## src/rtl/fetch_sequencer.sv

```systemverilog
// Instruction fetch/retire sequencer: IDLE -> FETCH -> WAIT -> EXEC, with a sticky FAULT state.
// Optional retirement counter enabled by defining FETCH_SEQUENCER_PERF_CNT_EN.
module fetch_sequencer #(
  parameter logic [31:0] RESET_PC = 32'h0000_0000,
  parameter int unsigned WAIT_MAX = 15
) (
  input  logic        clk_i,
  input  logic        rst_i,
  input  logic        start_i,
  input  logic        halt_req_i,
  output logic        imem_req_o,
  output logic [31:0] imem_addr_o,
  input  logic        imem_ready_i,
  input  logic [31:0] imem_rdata_i,
  output logic [31:0] instr_o,
  output logic        instr_valid_o,
  input  logic        exec_done_i,
  input  logic [1:0]  pc_src_i,
  input  logic [31:0] imm_i,
  input  logic [31:0] pc_from_ju_i,
  output logic [31:0] pc_o,
  output logic        fault_o,
  output logic        busy_o
`ifdef FETCH_SEQUENCER_PERF_CNT_EN
  ,
  output logic [31:0] retired_cnt_o
`endif
);

  localparam logic [7:0] WaitMaxC = 8'(WAIT_MAX);

  typedef enum logic [2:0] {
    StIdle  = 3'd0,
    StFetch = 3'd1,
    StWait  = 3'd2,
    StExec  = 3'd3,
    StFault = 3'd4
  } state_e;

  state_e      state_q, state_d;
  logic [31:0] pc_q, pc_d;
  logic [31:0] instr_q, instr_d;
  logic [7:0]  wait_cnt_q, wait_cnt_d;
  logic        halt_q, halt_d;

  logic [31:0] next_pc;
  logic        misaligned;
  logic [7:0]  wait_cnt_inc;
  logic        retire;

  // Carry out of the adders is dropped, so the PC wraps modulo 2^32.
  always_comb begin
    next_pc = pc_q + 32'd4;
    if (pc_src_i == 2'b11) begin
      next_pc = pc_from_ju_i;
    end else if (pc_src_i == 2'b01) begin
      next_pc = pc_q + imm_i;
    end
  end

  assign misaligned   = |next_pc[1:0];
  assign wait_cnt_inc = wait_cnt_q + 8'd1;
  assign retire       = (state_q == StExec) && exec_done_i && !misaligned;

  always_comb begin
    state_d    = state_q;
    pc_d       = pc_q;
    instr_d    = instr_q;
    wait_cnt_d = wait_cnt_q;
    halt_d     = halt_q;

    unique case (state_q)
      StIdle: begin
        // A halt request seen here is dropped; start still wins.
        halt_d = 1'b0;
        if (start_i) begin
          state_d = StFetch;
        end
      end

      StFetch: begin
        wait_cnt_d = '0;
        halt_d     = halt_q | halt_req_i;
        state_d    = StWait;
      end

      StWait: begin
        halt_d = halt_q | halt_req_i;
        if (imem_ready_i) begin
          instr_d = imem_rdata_i;
          state_d = StExec;
        end else begin
          wait_cnt_d = wait_cnt_inc;
          if (wait_cnt_inc == WaitMaxC) begin
            state_d = StFault;
          end
        end
      end

      StExec: begin
        halt_d = halt_q | halt_req_i;
        if (exec_done_i) begin
          if (misaligned) begin
            state_d = StFault;
          end else begin
            pc_d    = next_pc;
            halt_d  = 1'b0;
            state_d = (halt_req_i || halt_q) ? StIdle : StFetch;
          end
        end
      end

      StFault: begin
        state_d = StFault;
      end

      default: begin
        state_d = StFault;
      end
    endcase
  end

  always_ff @(posedge clk_i) begin
    if (rst_i) begin
      state_q    <= StIdle;
      pc_q       <= RESET_PC;
      instr_q    <= '0;
      wait_cnt_q <= '0;
      halt_q     <= 1'b0;
    end else begin
      state_q    <= state_d;
      pc_q       <= pc_d;
      instr_q    <= instr_d;
      wait_cnt_q <= wait_cnt_d;
      halt_q     <= halt_d;
    end
  end

  always_comb begin
    imem_req_o    = (state_q == StFetch);
    imem_addr_o   = pc_q;
    instr_o       = instr_q;
    instr_valid_o = (state_q == StExec);
    pc_o          = pc_q;
    fault_o       = (state_q == StFault);
    busy_o        = (state_q != StIdle) && (state_q != StFault);
  end

`ifdef FETCH_SEQUENCER_PERF_CNT_EN
  logic [31:0] retired_cnt_q;

  always_ff @(posedge clk_i) begin
    if (rst_i) begin
      retired_cnt_q <= '0;
    end else if (retire) begin
      retired_cnt_q <= retired_cnt_q + 32'd1;
    end
  end

  assign retired_cnt_o = retired_cnt_q;
`else
  logic unused_retire;
  assign unused_retire = retire;
`endif

endmodule

```

## config.mk

```make
export PLATFORM = sky130hd
export DESIGN_NAME = fetch_sequencer
export DESIGN_NICKNAME = d
export VERILOG_FILES = /design/src/rtl/fetch_sequencer.sv
export SDC_FILE = /design/constraint.sdc
export NUM_CORES = 1
export LEC_CHECK = 0
export CAP_MARGIN = 5
export CORE_MARGIN = 2
export CORE_UTILIZATION = 47
export CTS_CLUSTER_SIZE = 16
export DETAILED_ROUTE_END_ITERATION = 12
export PLACE_DENSITY = 0.86
export RECOVER_POWER = 25
export SYNTH_ARGS = -nofsm -noshare
export SYNTH_HDL_FRONTEND = slang
export SYNTH_SLANG_ARGS = --single-unit
```

## constraint.sdc

```tcl
create_clock -name clk_i -period 3.1 [get_ports clk_i]
set_clock_uncertainty 0.1 [all_clocks]
set_input_delay 0.31 -clock clk_i [delete_from_list [all_inputs] [get_ports clk_i]]
set_output_delay 0.31 -clock clk_i [all_outputs]
set_load 0.01 [all_outputs]
```

Yosys cells after proc, flatten, opt, wreduce, memory -nomap -nowiden
Cells that the tools add are included.
{ "op_classes": {"add_sub_neg": 3, "n_eq_ne": 12, "muxes": 14, "bitwise": 2, "reduce_logical": 12} }
{ "op_table": {"columns": ["cell", "n"], "rows": [
  ["$mux 32", 2],
  ["$add 32x3->32 const B", 1],
  ["$add 32x32->32", 1],
  ["$pmux 8 s2", 1],
  ["$mux 3", 5],
  ["$pmux 3 s4", 1],
  ["$add 8x1->8 const B", 1],
  ["$eq 8x4->1 const B", 1],
  ["$mux 8", 1],
  ["$eq 3x2->1 const B", 2],
  ["$ne 3x3->1 const B", 2],
  ["$reduce_and 3->1", 2],
  ["$reduce_bool 3->1", 2],
  ["$ne 2x2->1 const B", 2],
  ["$reduce_and 2->1", 2],
  ["$reduce_or 2->1", 2],
  ["$eq 3x1->1 const B", 1],
  ["$eq 3x3->1 const B", 1],
  ["$logic_not 3->1", 1],
  ["$mux 1", 3],
  ["$pmux 1 s3", 1],
  ["$eq 2x1->1 const B", 1],
  ["$eq 2x2->1 const B", 1],
  ["$ne 2x1->1 const B", 1],
  ["other kinds (5)", 5]
]} }
{ "word_totals": {"regBits": 76, "in_bits": 104, "word_cells": 48} }

Logic depth before layout (Yosys ltp)
Gate-level depths: netlist (run 1).
{ "depth": {"word_depth": 7, "ltp_mapped": 12} }

Worst setup path before layout (run 1)
No wires, ideal clock.
{ "synth_timing": {"path_kind": "flip-flop to flip-flop", "start": "register pc_q[0], in the netlist imem_addr_o[0]", "end": "register pc_q[30], in the netlist imem_addr_o[30]", "setup_ns": 0.130, "t_arrival_ns": 2.516, "path_slack_ns": 0.354, "stages_incl_launch_ff": 12, "path_buffers": 0, "period_less_slack_ns": 2.746, "cell_sequence": "dfxtp_1 ha_1 fa_1 a21oi_1 o21ai_1 a311oi_4 or2_1 a21oi_2 a311oi_2 mux2i_1 o211a_1 nor3_2"} }
{ "synth_between": {"elab_chain_len": 6} }
{ "synth_rtl": {"columns": ["element", "line_no", "source"], "rows": [
  ["from (decl)", "41", "logic [31:0] pc_q, pc_d;"],
  ["from (signal assigned)", "132", "pc_q <= pc_d;"],
  ["$add 32x3->32 / $add 32x32->32 (equally long branches)", "53, 57", null],
  ["$mux 32 (*)", "56", "end else if (pc_src_i == 2'b01) begin"],
  ["$mux 32 (*)", "54", "if (pc_src_i == 2'b11) begin"],
  ["$reduce_or 2->1", "61", "assign misaligned = |next_pc[1:0];"],
  ["$not 1->1 (no line)", null, null],
  ["$reduce_and 3->1 (no line)", null, null]
]} }
Every way passes the cells marked *; elsewhere a longest branch is shown, timed or not.
A chain may end at the register's enable or synchronous reset.

Final worst setup path (run 1)
{ "layout_timing": {"start": "input port imm_i[0]", "end": "register pc_q[24], in the netlist imem_addr_o[24]"} }
{ "layout_between": {"elab_chain_len": 6} }
{ "layout_rtl": {"columns": ["element", "line_no", "source"], "rows": [
  ["from (decl)", "19", "input logic [31:0] imm_i,"],
  ["$add 32x32->32 (*)", "57", "next_pc = pc_q + imm_i;"],
  ["$mux 32 (*)", "56", null],
  ["$mux 32 (*)", "54", null],
  ["$reduce_or 2->1", "61", null],
  ["$not 1->1 (no line)", null, null],
  ["$reduce_and 3->1 (no line)", null, null]
]} }
Marked as above.

==> results of run 1 <==
worst reg2reg max path, stage by stage (launching register included):
cell	delay (ps)
sky130_fd_sc_hd__dfxtp_1	490
sky130_fd_sc_hd__ha_1	300
sky130_fd_sc_hd__a21o_1	200
sky130_fd_sc_hd__a22oi_1	290
sky130_fd_sc_hd__o221ai_1	220
sky130_fd_sc_hd__nor2b_1	180
sky130_fd_sc_hd__a41oi_1	160
sky130_fd_sc_hd__o31ai_1	110
sky130_fd_sc_hd__mux2_1	260
sky130_fd_sc_hd__o221ai_2	100
sky130_fd_sc_hd__a2111oi_2	350
area by class of cell:
| class | count | area (µm²) | share of cell area [%] |
|---|---|---|---|
| Clock buffer | 9 | 225.2 | 2.639 |
| Clock inverter | 6 | 63.81 | 0.7476 |
| Inverter | 21 | 78.83 | 0.9235 |
| Multi-Input combinational cell | 657 | 3978 | 46.60 |
| Sequential cell | 76 | 1521 | 17.82 |
| Tap cell | 172 | 215.2 | 2.521 |
| Timing Repair Buffer | 256 | 2454 | 28.75 |
state kept, by name (all words and copies together), names as in the netlist:
signal,count
imem_addr_o,32
halt_q,1
state_q,3
wait_cnt_q,8
instr_o,32
cells by family after synthesis:
kind of cell	after synthesis	synth area share [%]
and+or+nand+nor	330	26.05
DFF	76	25.18
adders and majority gates	35	7.372
AOI/OAI and AO/OA	255	26.84
xor gates and xnor gates	34	4.929
muxes	3	0.5177
buffers and inverters	105	9.111
how the worst max path moves through the flow:
stage	start	endpoint	slack, ps	cells past startpoint
global route	imem_addr_o[4]	imem_addr_o[19]	20	11
detailed placement	imm_i[0]	imem_addr_o[30]	-180	12
global placement	imm_i[0]	imem_addr_o[30]	-160	12
finish	imm_i[0]	imem_addr_o[24]	200	13
CTS	imm_i[0]	imem_addr_o[30]	160	12
floorplan	imem_addr_o[0]	imem_addr_o[30]	350	11
timing repair:
item	4_1_cts	5_1_grt
setup endpoints to repair	0	5
hold endpoints to repair	0	0
resized for setup	0	2
hold buffers	0	0
cell usage in the layout (no fill, tap or decap), types with 8 or more instances in the layout:
master	synthesis	routed
sky130_fd_sc_hd__nor3_1	23	23
sky130_fd_sc_hd__xnor2_1	20	20
sky130_fd_sc_hd__nand4_1	11	11
sky130_fd_sc_hd__nand2_1	123	123
sky130_fd_sc_hd__ha_1	34	34
sky130_fd_sc_hd__a21o_1	13	13
sky130_fd_sc_hd__inv_1	21	21
sky130_fd_sc_hd__buf_4	33	49
sky130_fd_sc_hd__nand3_1	27	27
sky130_fd_sc_hd__a31oi_1	11	11
sky130_fd_sc_hd__and3_1	15	15
sky130_fd_sc_hd__nor2_1	70	70
sky130_fd_sc_hd__o21ai_0	48	48
sky130_fd_sc_hd__a21oi_1	103	102
sky130_fd_sc_hd__a211oi_1	8	8
sky130_fd_sc_hd__dfxtp_1	76	76
sky130_fd_sc_hd__and2_1	8	8
sky130_fd_sc_hd__clkdlybuf4s50_1	0	182
sky130_fd_sc_hd__clkbuf_16	0	9
sky130_fd_sc_hd__xor2_1	14	14
sky130_fd_sc_hd__nand2b_1	8	8
sky130_fd_sc_hd__dlygate4sd3_1	0	19
power breakdown:
group,total [mW],internal (mW),switching [mW]
Sequential,1.12,1.06,0.0640
Clock,1.05,0.619,0.436
Combinational,0.990,0.473,0.517
Total,3.17,2.15,1.02
per-layer routing:
layer,track usage (%),share of wire [%],vias up
li1,-,-,3332
met1,35.34,42,3177
met2,46.86,47,310
met3,4.718,7.5,49
met4,12.88,3.1,0
met5,0,0,-
==> metrics, run 1 <==
Pleak 3.330 nW; area of the die 0.01378 mm²; global route total overflow 0; number of sinks driven by the clock tree 76; largest fanout of any net on the critical path 6; buffer type at the clock tree root sky130_fd_sc_hd__clkbuf_16; Detail Route Antenna Nets 0; transition at the pin with the smallest max-transition slack 1533 ps; CTS max path bufs 2; routed wirelength normalized by instance count 16.61 µm; asr flop ratio synth 0%; placer's final routability congestion estimate 0.9628; hold path startpoint instr_o[18]; Seq cells post-synth 76; wire length reported by the detailed router 19890 µm; kind of cell adding the most delay to the critical path compound AO/OA/AOI/OAI gates; maximum clock frequency 344.8 MHz; nature of the critical path startpoint input port; cell area after layout 0.008536 mm²; setup TNS 0 ps; Worst Setup Slack post-DPL -177.2 ps; insertion delay of the later-clocked pin in the worst-skew pair 340 ps; fraction of layout cells with a size suffix above 1 9.561%; WP data required 3260 ps; count of TritonRoute iterations in the first routing pass 5; via count normalized by instance count 5.738; max-slew violations 34; Crit path largest cell delay 420 ps; Post-synth EDFFs 0; Syn Inst Count 838; Reg2Reg Setup Slack 230 ps; CP max-delay cell sky130_fd_sc_hd__fa_1; buffers and inverters on the worst path 2; Cell Area, Placed 0.008243 mm²; max-capacitance violation count 1; outcome finished with violations; most frequent cell on the critical path sky130_fd_sc_hd__a21oi_2; cell count after placement 1182; Worst Hold Slack 347.3 ps; cell with the most instances after synthesis sky130_fd_sc_hd__nand2_1; Syn Nets 977; cell count of the worst reg-to-reg path 10; areal power density over the cells 370.8 mW/mm²; Netlist Area Pre-Place 0.006042 mm²; floorplan die height 117.4 µm; top area cells in the synthesized netlist sky130_fd_sc_hd__dfxtp_1, sky130_fd_sc_hd__a21oi_1, sky130_fd_sc_hd__nand2_1; min-delay worst type flop to flop; worst-case headroom to the max-slew limit -2.186%; number of antenna diodes 0; post-route total power 3.165 mW; fraction of the core area covered by cells at the end of the flow 67.91%; detailed placer's ending HPWL 14710 µm; vias in the first global route 6497; port buffer count 203; final instance count without filler cells 1197; GRT Util Overall 28.05%; die width 117.4 µm; clock transition at the registers of the reported paths 60 ps; number of placed I/O pins 204; DRC errors left 0; Fill cells 1067; top-area cell type share of the netlist area 25.18%; unrepaired setup endpoints after global routing no; Final Setup Violations 0; violations in the final reports capacitance limit, slew limit; cell-by-cell listing of the critical path clkdlybuf4s50_1 -> ha_1 -> fa_1 -> a21oi_2 -> o21ai_2 -> a311oi_4 -> or2_1 -> a21oi_2 -> buf_4 -> a31oi_1 -> xnor2_1 -> a21oi_1 -> nor3_1; total CTS buffers 9; largest voltage drop on the vdd net 0.0002273 V; R2R Path Start imem_addr_o[11]; FF-to-FF End imem_addr_o[28]; most frequent cells after synthesis sky130_fd_sc_hd__nand2_1, sky130_fd_sc_hd__a21oi_1, sky130_fd_sc_hd__dfxtp_1; layout net count 1160; vias after detailed routing 6868; Worst Hold Depth 2; Min-Delay Endpoint instr_o[18]; TritonCTS clock tree done; largest net degree at the start of global routing 48; Core Area 0.01257 mm²; part of the cycle the worst path needs 93.56%; growth of design area from synthesis to finish 41.27%; most area-hungry cell type in the Yosys netlist sky130_fd_sc_hd__dfxtp_1; arrival time at the worst endpoint 3060 ps; number of post-CTS setup repair buffers 0; final worst-path setup slack 199.7 ps; average instance area after synthesis 7.210 µm²; type of the worst setup path input port to flop; total of warnings raised by yosys 0; Starting DRT DRC Count 735; number of core rows 41; global-route wire length before repair 31850 µm; Cell variety after synth 81; leading register cell type out of synthesis sky130_fd_sc_hd__dfxtp_1; post-synthesis sequential area ratio 25.18%; effective utilization at floorplan 48.07%; count of final hold-check violations 0; shortest clock period the worst path allows after layout 2900 ps; nature of the critical path endpoint flop; antenna violations before repair 0; maximum level of the CTS H-tree 3
Power figures use the tool's default switching activity.
==> inputs of run 2 (changes only) <==
CORE_ASPECT_RATIO = 1.1   (was not set)
CORE_UTILIZATION = 48   (was 47)
CTS_BUF_LIST = sky130_fd_sc_hd__clkbuf_8   (was not set)
HOLD_SLACK_MARGIN = 0.05   (was not set)
PLACE_DENSITY = 0.88   (was 0.86)
==> run 2 against run 1 <==
Compared with the run above:
- the flow now finishes without violations
- global-route usage is 0.097 points lower
- routed wire length is 2.4% lower
- sequential share of layout area is 0.32 points higher
- critical path depth is 2 lower
- largest power group unchanged
==> metrics, run 2 (synthesized netlist as in run 1, its figures left out) <==
largest fanout of any net on the critical path 6 (unchanged); max-slew violations 0 (-100%); shortest clock period the worst path allows after layout 2905 ps (+4.804 ps); unrepaired setup endpoints after global routing no; Final Setup Violations 0 (unchanged); global-route wire length before repair 31080 µm (-2.4%); port buffer count 203 (unchanged); transition at the pin with the smallest max-transition slack 1421 ps (-111.8 ps); number of post-CTS setup repair buffers 0 (unchanged); maximum clock frequency 344.2 MHz (-0.17%); number of placed I/O pins 204 (unchanged); max-capacitance violation count 0 (-1); cell count after placement 1164 (-1.5%); number of core rows 42 (+2.4%); CTS max path bufs 2 (unchanged); vias in the first global route 6438 (-0.91%); post-route total power 2.866 mW (-9.5%); vias after detailed routing 6836 (-0.47%); cell area after layout 0.008384 mm² (-1.8%); routed wirelength normalized by instance count 16.45 µm (-0.96%); antenna violations before repair 0 (unchanged); areal power density over the cells 341.8 mW/mm² (-7.8%); Cell Area, Placed 0.008195 mm² (-0.58%); Detail Route Antenna Nets 0 (unchanged); count of final hold-check violations 0 (unchanged); TritonCTS clock tree done; type of the worst setup path flop to flop; min-delay worst type input port to flop; nature of the critical path startpoint flop; worst-case headroom to the max-slew limit 5.270% (+7.5 points); via count normalized by instance count 5.793 (+0.97%); arrival time at the worst endpoint 3030 ps (-30 ps); fraction of the core area covered by cells at the end of the flow 69.07% (+1.2 points); Worst Hold Slack 149.8 ps (-197.5 ps); maximum level of the CTS H-tree 3 (unchanged); placer's final routability congestion estimate 1.043 (+8.3%); buffer type at the clock tree root sky130_fd_sc_hd__clkbuf_8; count of TritonRoute iterations in the first routing pass 5 (unchanged); area of the die 0.01350 mm² (-2.0%); floorplan die height 121.7 µm (+3.7%); growth of design area from synthesis to finish 38.77%; Core Area 0.01214 mm² (-3.4%); die width 111.0 µm (-5.5%); GRT Util Overall 27.95% (-0.097 points); largest net degree at the start of global routing 68 (+42%); commonest cells after routing, fill and taps aside sky130_fd_sc_hd__clkdlybuf4s50_1, sky130_fd_sc_hd__nand2_1, sky130_fd_sc_hd__a21oi_1; effective utilization at floorplan 49.77% (+1.7 points); wire length reported by the detailed router 19410 µm (-2.4%); Starting DRT DRC Count 549 (-25%); nature of the critical path endpoint flop; detailed placer's ending HPWL 14700 µm (about the same); outcome finished, final reports clean; final instance count without filler cells 1180 (-1.4%); global route total overflow 0 (unchanged); total CTS buffers 9 (unchanged); clock transition at the registers of the reported paths 100 ps (+40 ps); DRC errors left 0 (unchanged); number of antenna diodes 0 (unchanged); WP data required 3230 ps (-30 ps); layout net count 1160 (unchanged); insertion delay of the later-clocked pin in the worst-skew pair 370 ps (+30 ps); part of the cycle the worst path needs 93.71% (+0.15 points); Pleak 3.302 nW (-0.87%); largest voltage drop on the vdd net 0.0003263 V (+44%); commonest non-fill, non-tap cell in the layout sky130_fd_sc_hd__clkdlybuf4s50_1; fraction of layout cells with a size suffix above 1 9.552% (about the same); number of sinks driven by the clock tree 76 (unchanged)
-- run 2: changes by cell type in the layout (fill, tap and decap cells not counted), moves of 9 or more --
cell	change
sky130_fd_sc_hd__clkdlybuf4s50_1	-9
sky130_fd_sc_hd__clkbuf_8	+9
sky130_fd_sc_hd__dlygate4sd3_1	+9
sky130_fd_sc_hd__clkbuf_16	-9
-- run 2: metal layers --
layer | track usage (%) | part of all wire [%]
met4 | 12.03 | 3.5
met2 | 48.43 | 49
met1 | 34.75 | 40
met5 | 0 | 0
met3 | 4.229 | 7.1
-- run 2: path summary, 6_finish.rpt --
check / from / end / slack (ps) / depth (start not counted)
worst min-delay path: rst_i / imem_addr_o[7] / 150 / 2
worst max-delay path: imem_addr_o[0] / imem_addr_o[30] / 190 / 11
worst max register to register: imem_addr_o[0] / imem_addr_o[30] / 190 / 11
worst min register to register: instr_o[2] / instr_o[2] / 350 / 2
-- run 2: area by class of cell --
| cell class | instances | area [µm²] |
|---|---|---|
| Multi-Input combinational cell | 657 | 3974 |
| Sequential cell | 76 | 1521 |
| Fill cell | 1002 | 3755 |
| Timing Repair Buffer | 256 | 2429 |
| Clock buffer | 9 | 123.9 |
| Tap cell | 154 | 192.7 |
| Inverter | 21 | 78.83 |
| Clock inverter | 7 | 65.06 |
-- run 2: timing repair --
action	4_1_cts	5_1_grt
resized for setup	0	1
setup endpoints to repair	0	4
hold endpoints to repair	0	0
hold buffers	0	0
-- run 2: power by group --
group	total, mW	switching (mW)	internal, mW
registers	1.12	0.0637	1.05
clock network	0.763	0.452	0.311
logic	0.984	0.517	0.467
total	2.87	1.03	1.83
-- run 2: metrics by stage --
step	setup slack, ps	setup TNS, ps
after global placement	-157.0	-547.6
after global routing	12.54	0
after floorplan	353.5	0
after detailed placement	-221.9	-1304
final	194.9	0
after CTS	141.3	0
-- run 2: worst max-delay path: stages, from the launching register on --
cell,delay (ps)
sky130_fd_sc_hd__dfxtp_1,350
sky130_fd_sc_hd__ha_1,230
sky130_fd_sc_hd__fa_1,390
sky130_fd_sc_hd__a21oi_1,250
sky130_fd_sc_hd__o21ai_2,130
sky130_fd_sc_hd__a311oi_4,390
sky130_fd_sc_hd__or2_1,180
sky130_fd_sc_hd__a21oi_2,70
sky130_fd_sc_hd__a311oi_2,270
sky130_fd_sc_hd__mux2i_1,210
sky130_fd_sc_hd__o211a_1,160
sky130_fd_sc_hd__nor3_2,40
